[config.mk]
export PLATFORM = sky130hd
export DESIGN_NAME = fetch_stage
export DESIGN_NICKNAME = d
export VERILOG_FILES = /design/src/rtl/mips_pkg.sv /design/src/rtl/fetch_stage_if_id_reg.sv /design/src/rtl/fetch_stage.sv
export SDC_FILE = /design/constraint.sdc
export NUM_CORES = 1
export LEC_CHECK = 0
export ABC_AREA = 0
export CORE_ASPECT_RATIO = 1.75
export CORE_MARGIN = 2
export CORE_UTILIZATION = 52
export DETAILED_ROUTE_END_ITERATION = 12
export HOLD_SLACK_MARGIN = 0.05
export PLACE_DENSITY = 0.81
export SETUP_SLACK_MARGIN = 0.5
export SLEW_MARGIN = 10
export SYNTH_ARGS = -nofsm -noshare
export SYNTH_HDL_FRONTEND = slang
export SYNTH_HIERARCHICAL = 1
export SYNTH_SLANG_ARGS = --single-unit
[constraint.sdc]
create_clock -name i_CLK -period 2.8 [get_ports i_CLK]
set_input_delay 0.42 -clock i_CLK [delete_from_list [all_inputs] [get_ports i_CLK]]
set_output_delay 0.42 -clock i_CLK [all_outputs]
set_load 0.01 [all_outputs]
[src/rtl/mips_pkg.sv]
// Shared definitions for the MIPS fetch stage: fetch FSM state encoding,
// the NOP instruction word and the program-counter increment.
package mips_pkg;

  // Fetch FSM states. The encoding is also visible on the fetch stage's
  // state debug output.
  typedef enum logic [1:0] {
    ST_IDLE    = 2'd0,
    ST_REQ     = 2'd1,
    ST_HOLD    = 2'd2,
    ST_DISCARD = 2'd3
  } fetch_state_e;

  // All-zero word; decodes as sll $0,$0,0.
  localparam logic [31:0] NOP_INSTR = 32'h0000_0000;

  // Byte distance between consecutive instructions.
  localparam logic [31:0] PC_INCR = 32'd4;

endpackage

[src/rtl/fetch_stage_if_id_reg.sv]
// IF/ID pipeline register. It loads when enabled. A synchronous clear
// inserts a bubble: the instruction becomes NOP, valid drops, and PC+4
// keeps its previous value. Asynchronous active-low reset to all zero.
module if_id_reg
  import mips_pkg::*;
#(
  parameter int IW = 32,
  parameter int AW = 32
) (
  input  logic          clk_i,
  input  logic          rst_ni,
  input  logic          en_i,
  input  logic          clr_i,
  input  logic [IW-1:0] instr_i,
  input  logic [AW-1:0] pc_plus4_i,
  output logic [IW-1:0] instr_o,
  output logic [AW-1:0] pc_plus4_o,
  output logic          valid_o
);

  logic [IW-1:0] instr_q;
  logic [AW-1:0] pc_plus4_q;
  logic          valid_q;

  // Load a real instruction or a bubble when enabled; otherwise hold.
  always_ff @(posedge clk_i or negedge rst_ni) begin
    if (!rst_ni) begin
      instr_q    <= '0;
      pc_plus4_q <= '0;
      valid_q    <= 1'b0;
    end else if (en_i) begin
      if (clr_i) begin
        instr_q <= IW'(NOP_INSTR);
        valid_q <= 1'b0;
      end else begin
        instr_q    <= instr_i;
        pc_plus4_q <= pc_plus4_i;
        valid_q    <= 1'b1;
      end
    end
  end

  assign instr_o    = instr_q;
  assign pc_plus4_o = pc_plus4_q;
  assign valid_o    = valid_q;

endmodule

[src/rtl/fetch_stage.sv]
// Instruction-fetch stage of the 5-stage MIPS pipeline. It owns PCF,
// runs the instruction-memory handshake, and feeds decode through the
// IF/ID register.
//
// Optional build macro FETCH_STAGE_PERF_EN adds two 32-bit counters:
// o_FetchCnt counts valid IF/ID loads and o_BubbleCnt counts bubble loads.
//
// Memory handshake: o_IMemReq and o_IMemAddr come straight from registers.
// They stay stable until the memory returns i_IMemAck for exactly one
// cycle, and i_IMemRdata is valid only in that cycle. Ack may arrive in the
// same cycle as the request, which gives one instruction per cycle.
// Decode-side control: i_StallD freezes the PC and IF/ID. i_PCSrcD is
// honoured only when i_StallD is low.
module fetch_stage
  import mips_pkg::*;
#(
  parameter int                       ADDRESS_WIDTH = 32,
  parameter int                       INSTR_WIDTH   = 32,
  parameter logic [ADDRESS_WIDTH-1:0] RESET_PC      = 32'h0000_0000
) (
  input  logic                     i_CLK,
  input  logic                     i_RST,
  input  logic                     i_StallD,
  input  logic                     i_PCSrcD,
  input  logic [ADDRESS_WIDTH-1:0] i_PCNextD,
  output logic                     o_IMemReq,
  output logic [ADDRESS_WIDTH-1:0] o_IMemAddr,
  input  logic                     i_IMemAck,
  input  logic [INSTR_WIDTH-1:0]   i_IMemRdata,
  output logic [INSTR_WIDTH-1:0]   o_InstrD,
  output logic [ADDRESS_WIDTH-1:0] o_PCPlus4D,
  output logic                     o_ValidD,
`ifdef FETCH_STAGE_PERF_EN
  output logic [31:0]              o_FetchCnt,
  output logic [31:0]              o_BubbleCnt,
`endif
  output logic [1:0]               o_StateDbg
);

  fetch_state_e             state_q, state_d;
  logic [ADDRESS_WIDTH-1:0] pcf_q, pcf_d;
  logic [INSTR_WIDTH-1:0]   skid_q, skid_d;
  logic [ADDRESS_WIDTH-1:0] redir_q, redir_d;
  logic                     req_q, req_d;

  logic [ADDRESS_WIDTH-1:0] pc_plus4_f;
  logic                     taken;
  logic                     ifid_en;
  logic                     ifid_clr;
  logic [INSTR_WIDTH-1:0]   ifid_instr;

  assign pc_plus4_f = pcf_q + ADDRESS_WIDTH'(PC_INCR);
  // A redirect is ignored while decode is stalled; the hazard unit repeats it.
  assign taken      = i_PCSrcD & ~i_StallD;

  // Next-state, PC and IF/ID control for the fetch FSM.
  always_comb begin
    state_d    = state_q;
    pcf_d      = pcf_q;
    skid_d     = skid_q;
    redir_d    = redir_q;
    ifid_en    = 1'b0;
    ifid_clr   = 1'b0;
    ifid_instr = i_IMemRdata;
    unique case (state_q)
      ST_IDLE: begin
        state_d = ST_REQ;
      end
      ST_REQ: begin
        if (i_StallD) begin
          // Decode is frozen. Park a returning word until the stall clears.
          if (i_IMemAck) begin
            skid_d  = i_IMemRdata;
            state_d = ST_HOLD;
          end
        end else begin
          ifid_en = 1'b1;
          if (i_IMemAck) begin
            if (i_PCSrcD) begin
              ifid_clr = 1'b1;
              pcf_d    = i_PCNextD;
            end else begin
              pcf_d = pc_plus4_f;
            end
          end else begin
            ifid_clr = 1'b1;
            if (i_PCSrcD) begin
              // The in-flight request must finish before the target is fetched.
              redir_d = i_PCNextD;
              state_d = ST_DISCARD;
            end
          end
        end
      end
      ST_HOLD: begin
        if (!i_StallD) begin
          ifid_en    = 1'b1;
          ifid_instr = skid_q;
          state_d    = ST_REQ;
          if (i_PCSrcD) begin
            ifid_clr = 1'b1;
            pcf_d    = i_PCNextD;
          end else begin
            pcf_d = pc_plus4_f;
          end
        end
      end
      ST_DISCARD: begin
        if (!i_StallD) begin
          ifid_en  = 1'b1;
          ifid_clr = 1'b1;
          if (i_PCSrcD) begin
            redir_d = i_PCNextD;
          end
        end
        if (i_IMemAck) begin
          // The returning word is stale. If a redirect arrives in this
          // same cycle, its target wins over the saved one.
          pcf_d   = taken ? i_PCNextD : redir_q;
          state_d = ST_REQ;
        end
      end
      default: begin
        state_d = ST_IDLE;
      end
    endcase
    req_d = (state_d == ST_REQ) || (state_d == ST_DISCARD);
  end

  // FSM state, PC, skid buffer, redirect target and registered request.
  always_ff @(posedge i_CLK or negedge i_RST) begin
    if (!i_RST) begin
      state_q <= ST_IDLE;
      pcf_q   <= RESET_PC;
      skid_q  <= '0;
      redir_q <= '0;
      req_q   <= 1'b0;
    end else begin
      state_q <= state_d;
      pcf_q   <= pcf_d;
      skid_q  <= skid_d;
      redir_q <= redir_d;
      req_q   <= req_d;
    end
  end

  assign o_IMemReq  = req_q;
  assign o_IMemAddr = pcf_q;
  assign o_StateDbg = state_q;

  if_id_reg #(
    .IW(INSTR_WIDTH),
    .AW(ADDRESS_WIDTH)
  ) u_if_id (
    .clk_i      (i_CLK),
    .rst_ni     (i_RST),
    .en_i       (ifid_en),
    .clr_i      (ifid_clr),
    .instr_i    (ifid_instr),
    .pc_plus4_i (pc_plus4_f),
    .instr_o    (o_InstrD),
    .pc_plus4_o (o_PCPlus4D),
    .valid_o    (o_ValidD)
  );

`ifdef FETCH_STAGE_PERF_EN
  logic [31:0] fetch_cnt_q;
  logic [31:0] bubble_cnt_q;

  // Count every IF/ID load, split by real instruction versus bubble.
  always_ff @(posedge i_CLK or negedge i_RST) begin
    if (!i_RST) begin
      fetch_cnt_q  <= '0;
      bubble_cnt_q <= '0;
    end else if (ifid_en) begin
      if (ifid_clr) begin
        bubble_cnt_q <= bubble_cnt_q + 32'd1;
      end else begin
        fetch_cnt_q <= fetch_cnt_q + 32'd1;
      end
    end
  end

  assign o_FetchCnt  = fetch_cnt_q;
  assign o_BubbleCnt = bubble_cnt_q;
`endif

endmodule

### Yosys cells after proc, flatten, opt, wreduce, memory -nomap -nowiden

Cells that the tools add are included.

* bitwise gates (word level): 3
* muxes and demuxes: 30
* reduce and logical (&&, ||, !) cells: 9
* add/subtract/negate cells: 1
* equal/unequal tests: 11

Operators with widths (count)
* 32-bit two-way mux: 13
* 32-bit case mux with 3 select lines: 1
* 32-bit case mux with 2 select lines: 1
* 32-bit by 3-bit adder with 32-bit output, second input constant: 1
* 2-bit two-way mux: 6
* 2-bit != test, second input constant: 6
* 2-bit case mux with 4 select lines: 1
* 1-bit two-way mux: 7
* 2-bit equality test, second input constant: 3
* 5-bit AND reduction: 1
* 2-bit by 1-bit equality test with 1-bit output, second input constant: 2
* 4-bit AND reduction: 1
* 1-bit case mux with 3 select lines: 1
* 3-bit AND reduction: 1
* 3-bit nonzero test: 1
* 3-bit OR reduction: 1
* 2-bit logical NOT: 1
* 1-bit inverter: 2
* 2-bit AND reduction: 1
* 2-bit nonzero test: 1
* 1-bit bitwise AND: 1
* 1-bit logical OR: 1

* bits in registers: 164
* input bits: 69
* word-level logic and storage cells: 62
* output and inout bits: 100

### Depth between registers and ports, before layout

* depth after elaboration: 6
* depth in mapped cells: 8
* depth with buffers taken out: 7

### By module

The synthesis kept the hierarchy.

Modules (own cells, without submodules)
* fetch_stage: area an instance 5536.6 sq um, times used 1, cells each 507
* if_id_reg: area an instance 2708.8 sq um, times used 1, cells each 206

### Least setup slack after synthesis

OpenSTA, ideal clock, no wires.

* path type: register -> register
* start point: reg pcf_q[2], in the netlist o_IMemAddr[2]
* end point: reg u_if_id.pc_plus4_q[28], in the netlist u_if_id/pc_plus4_o[28]
* path buffers: 1
* required time: 2675 ps
* arrival: 1983 ps
* cell stages (with the launch flop): 9
* path slack: 691 ps
* setup time: 125 ps
* period minus slack after synthesis: 2109 ps
* path through: dfrtp_1 ha_1 nand2_1 nor4_2 and3_1 clkbuf_1 nand2_1 xnor2_1 mux2_4

* cells in the longest elaborated chain, start to end: 1

Ends and longest elaborated chain
* start: declaration: RTL line fetch_stage.sv:41 `logic [ADDRESS_WIDTH-1:0] pcf_q, pcf_d;`
* start signal: assignment: RTL line fetch_stage.sv:140 `pcf_q <= pcf_d;`
* 32-bit by 3-bit adder with 32-bit output: RTL line fetch_stage.sv:52 `assign pc_plus4_f = pcf_q + ADDRESS_WIDTH'(PC_INCR);`
* net pc_plus4_f[28]: RTL line fetch_stage.sv:46 `logic [ADDRESS_WIDTH-1:0] pc_plus4_f;`
* end signal: assignment: RTL line fetch_stage_if_id_reg.sv:37 `pc_plus4_q <= pc_plus4_i;`
* end: declaration: RTL line fetch_stage_if_id_reg.sv:22 `logic [AW-1:0] pc_plus4_q;`

The timed path passes the listed nets, and every way through them passes these cells.
A chain may end at the register's enable or synchronous reset.

### Final worst setup path

* start point: reg pcf_q[15], in the netlist o_IMemAddr[15]
* end point: reg pcf_q[29], in the netlist o_IMemAddr[29]

* cells in the longest elaborated chain, start to end: 5
* elaborated cells on any way between the ends: 6
* those cells by class: add/sub (1); mux (5)

Ends and longest elaborated chain
* 32-bit by 3-bit adder with 32-bit output *: RTL line fetch_stage.sv:52
* 32-bit two-way mux *: RTL line fetch_stage.sv:79, fetch_stage.sv:100
* 32-bit two-way mux: RTL line fetch_stage.sv:78 `if (i_IMemAck) begin`
* 32-bit two-way mux: RTL line fetch_stage.sv:70 `if (i_StallD) begin`
* 32-bit case mux with 3 select lines *: RTL line fetch_stage.sv:65 `unique case (state_q)`

Every way passes the cells marked *; elsewhere a longest branch is shown, timed or not. The select of a mux whose other input is x is not followed.

==> results.py <==
metrics = {
    "min_path": {
        "hold_class": "register to register",
    },
    "global_routing": {
        "grt_pass1_wl_um": 33400,
        "track_usage_pct": 24.9,
        "grt_max_degree": 75,
        "antenna_found_initial": 0,
        "grt-ovfl-total": 0,
        "grt_pass1_vias": 6501,
    },
    "synth": {
        "synth_async_sr_flop_share_pct": 100,
        "yosysTopAreaCell": "dfrtp_1",
        "synth_edf_count": 0,
        "synth-adder-area-share_pct": 0.152,
        "yosys_warnings": 6,
        "syn_avg_cell_area_sq_um": 11.6,
        "synth_fp_nets": 783,
        "synth_top_area_share_pct": 49.5,
        "synth_top_family_by_area": "multiplexers",
        "synth-simple-area-share_pct": 11.2,
        "syn_inst": 713,
        "synth_area_sq_mm": 0.00825,
        "synth_xor_area_share_pct": 2.97,
        "synth_area_leaders": "dfrtp_1 (49%), mux2_2 (14%), mux2_4 (4.9%)",
        "ys_ff_latch": 163,
        "ys.flop_type": "dfrtp_1",
        "synth_cell_types": 51,
        "ys_seq_area_share_pct": 49.5,
        "muxShareOfSynthArea_pct": 19.1,
        "synth_compound_area_share_pct": 11.5,
    },
    "detailed_routing": {
        "vias": 6231,
        "wl_met1_um": 7760,
        "wire_per_inst_um": 19.9,
        "antenna_left": 0,
        "route.detailed.drc": 0,
        "first_iter_violations": 357,
        "met3_length_um": 1230,
        "top_layer_used": "met4",
        "viasPerCell": 5.86,
        "met2_wirelength_um": 11700,
        "drt_wl_total_um": 21200,
        "dr.pass1.iters": 5,
    },
    "power_and_ir_drop": {
        "power.leakage_nw": 4.53,
        "p_total_w": 0.00945,
        "vdd_drop_max_uv": 450,
        "p_per_area_mw_per_mm2": 881,
    },
    "timing": {
        "relSlewSlack_pct": 52.2,
        "setup_tns_ns": 0,
        "skew_ns": 0.0181,
        "worst_slew_pin_slew_ns": 0.717,
        "finalCritPeriodShare_pct": 78.7,
        "max_freq_ghz": 0.454,
        "min_period_ns": 2.20,
        "rsz0062_at_grt": "no",
        "setup_slack_ns": 0.598,
        "hold_violations": 0,
        "drv_slew": 0,
        "setup_viol_count_final": 0,
    },
    "clocking": {
        "clkSinkCount": 163,
        "cts_root_buf": "clkbuf_16",
        "cts_tree": "built",
        "clk_latency_ns": 0.42,
        "cts_made_buffers": 17,
        "clk_pin_slew_worst_paths_ns": 0.06,
        "cts_setup_buffers": 0,
        "clockBufferDepth": 2,
        "htreeDepth": 4,
    },
    "floorplanning": {
        "die_area_sq_mm": 0.0169,
        "start_util_pct": 53.3,
        "io_pins": 169,
        "die_y_um": 171,
        "rows": 60,
        "die_w_um": 99.2,
        "core_sq_mm": 0.0155,
    },
    "placement": {
        "place_ws_ns": 0.313,
        "io_buffers": 168,
        "routabilityCongestion": 0.890,
        "placed_area_sq_mm": 0.0102,
        "dp_hpwl_um": 14700,
        "dp.cells": 1031,
    },
    "critical_path": {
        "worstPathRequired_ns": 3.08,
        "arrival_ns": 2.48,
        "path_class": "register to register",
        "path_max_fanout": 10,
        "crit_path_start_kind": "register",
        "crit_path_end_kind": "register",
    },
    "final_layout": {
        "design_area_sq_mm": 0.0107,
        "multiInputGateArea_sq_mm": 0.00375,
        "regArea_sq_mm": 0.00408,
        "antenna_cells": 0,
        "layout-drive-gt1-share_pct": 23.5,
        "fill_cells": 1134,
        "fin_cells": 1064,
        "area_delta_synth_final_pct": 30.1,
        "final_net_count": 935,
    },
    "run_status": {
        "status": "finished clean",
    },
    "job": {
        "maxCapViolations": 0,
    },
}
[cell usage after synthesis, types with 11 or more instances]
cell,n
dfrtp_1,163
mux2_2,102
o21ai_0,65
inv_1,37
nor2_1,31
nand3b_1,30
clkbuf_1,29
mux2_4,27
nand2_1,25
a21oi_1,22
xor2_1,15
and3_1,13
xnor2_1,13
o2bb2ai_1,12
a22o_1,11
[placed cells by master (no fill, tap or decap), types with 3 or more instances in the layout]
master,Yosys,routed
nand2_1,25,25
and4_1,3,3
clkdlybuf4s50_1,0,167
nor2_1,31,28
dfrtp_1,163,159
clkinv_4,0,3
mux2_4,27,27
o2bb2ai_1,12,12
nand3_1,8,7
buf_12,0,9
nor4_4,3,3
o21ai_0,65,65
xor2_1,15,15
nand3b_1,30,30
clkbuf_16,0,17
nor3_1,7,6
nand4_1,6,6
mux2_2,102,102
nand2b_1,3,3
buf_4,5,12
a22o_1,11,11
nand3_4,3,3
a222oi_1,7,7
xnor2_1,13,13
inv_1,37,37
dfrtp_2,0,4
a22oi_1,10,10
a21oi_1,22,22
and3_1,13,13
nor4_1,4,4
a221oi_1,6,6
o31a_1,5,5
inv_6,0,4
[flip-flops by register name, indices dropped and copies added, names as in the netlist]
register,cells
u_if_id/pc_plus4_o,32
o_StateDbg,1
o_IMemAddr,32
skid_q,32
u_if_id/instr_o,32
o_IMemReq,1
redir_q,32
u_if_id/valid_o,1
[routing by layer]
layer / vias up / global-route usage [%]
li1: 2861 / -
met1: 3117 / 27.5
met2: 226 / 46.8
met3: 27 / 5.27
met4: 0 / 8.10
met5: - / 0
[final timing paths]
path | to | start | slack [ns] | cells past startpoint
setup / recovery | o_IMemAddr[29] | o_IMemAddr[15] | 0.60 | 5
hold / removal | skid_q[15] | skid_q[15] | 0.50 | 1
setup reg to reg | o_IMemAddr[29] | o_IMemAddr[15] | 0.60 | 5
hold reg to reg | skid_q[15] | skid_q[15] | 0.50 | 1
max in group asynchronous | skid_q[16] | i_RST | 1.41 | 3
min in group asynchronous | u_if_id/pc_plus4_o[13] | i_RST | 0.58 | 2
[layout make-up]
cell class	instances	share of cell area, %
clock buffers	18	4.00
clock inverters	14	1.17
inverters	37	1.29
multi-input cells	456	35.0
flip-flops and latches	163	38.1
well taps	186	2.17
repair buffers	190	18.3
[where the power goes]
part,switching (W),leakage (nW),internal [W]
registers,0.000771,1.98,0.00316
clock network,0.00102,0.268,0.00117
logic,0.00135,2.29,0.00198
total,0.00314,4.53,0.00631
[timing repair]
| item | CTS | global route |
|---|---|---|
| endpoints found under the setup margin | 1 | 8 |
| gates cloned | 0 | 0 |
| endpoints found under the hold margin | 3 | 0 |
| resized for setup | 1 | 4 |
| hold buffers | 1 | 0 |
[critical path, cell delays in order (launching register included)]
cell	delay [ns]
dfrtp_1	0.48
and3_2	0.28
and3_1	0.41
nand4_1	0.29
and3_1	0.25
or3_1	0.37
[kinds of logic after synthesis]
| group | count (synthesis) |
|---|---|
| AOI/OAI and AO/OA | 148 |
| xor gates and xnor gates | 28 |
| adders and majority gates | 1 |
| buffers and inverters | 94 |
| DFF | 163 |
| muxes | 131 |
| and+or+nand+nor | 148 |
[stage by stage]
step,utilization (%),hold WS [ns]
after floorplan,-,0.124
after global placement,65.6,0.470
after detailed placement,65.6,0.491
after CTS,69.3,0.506
after global routing,69.4,0.520
final,69.4,0.501
(Power assumes the default switching activity.)
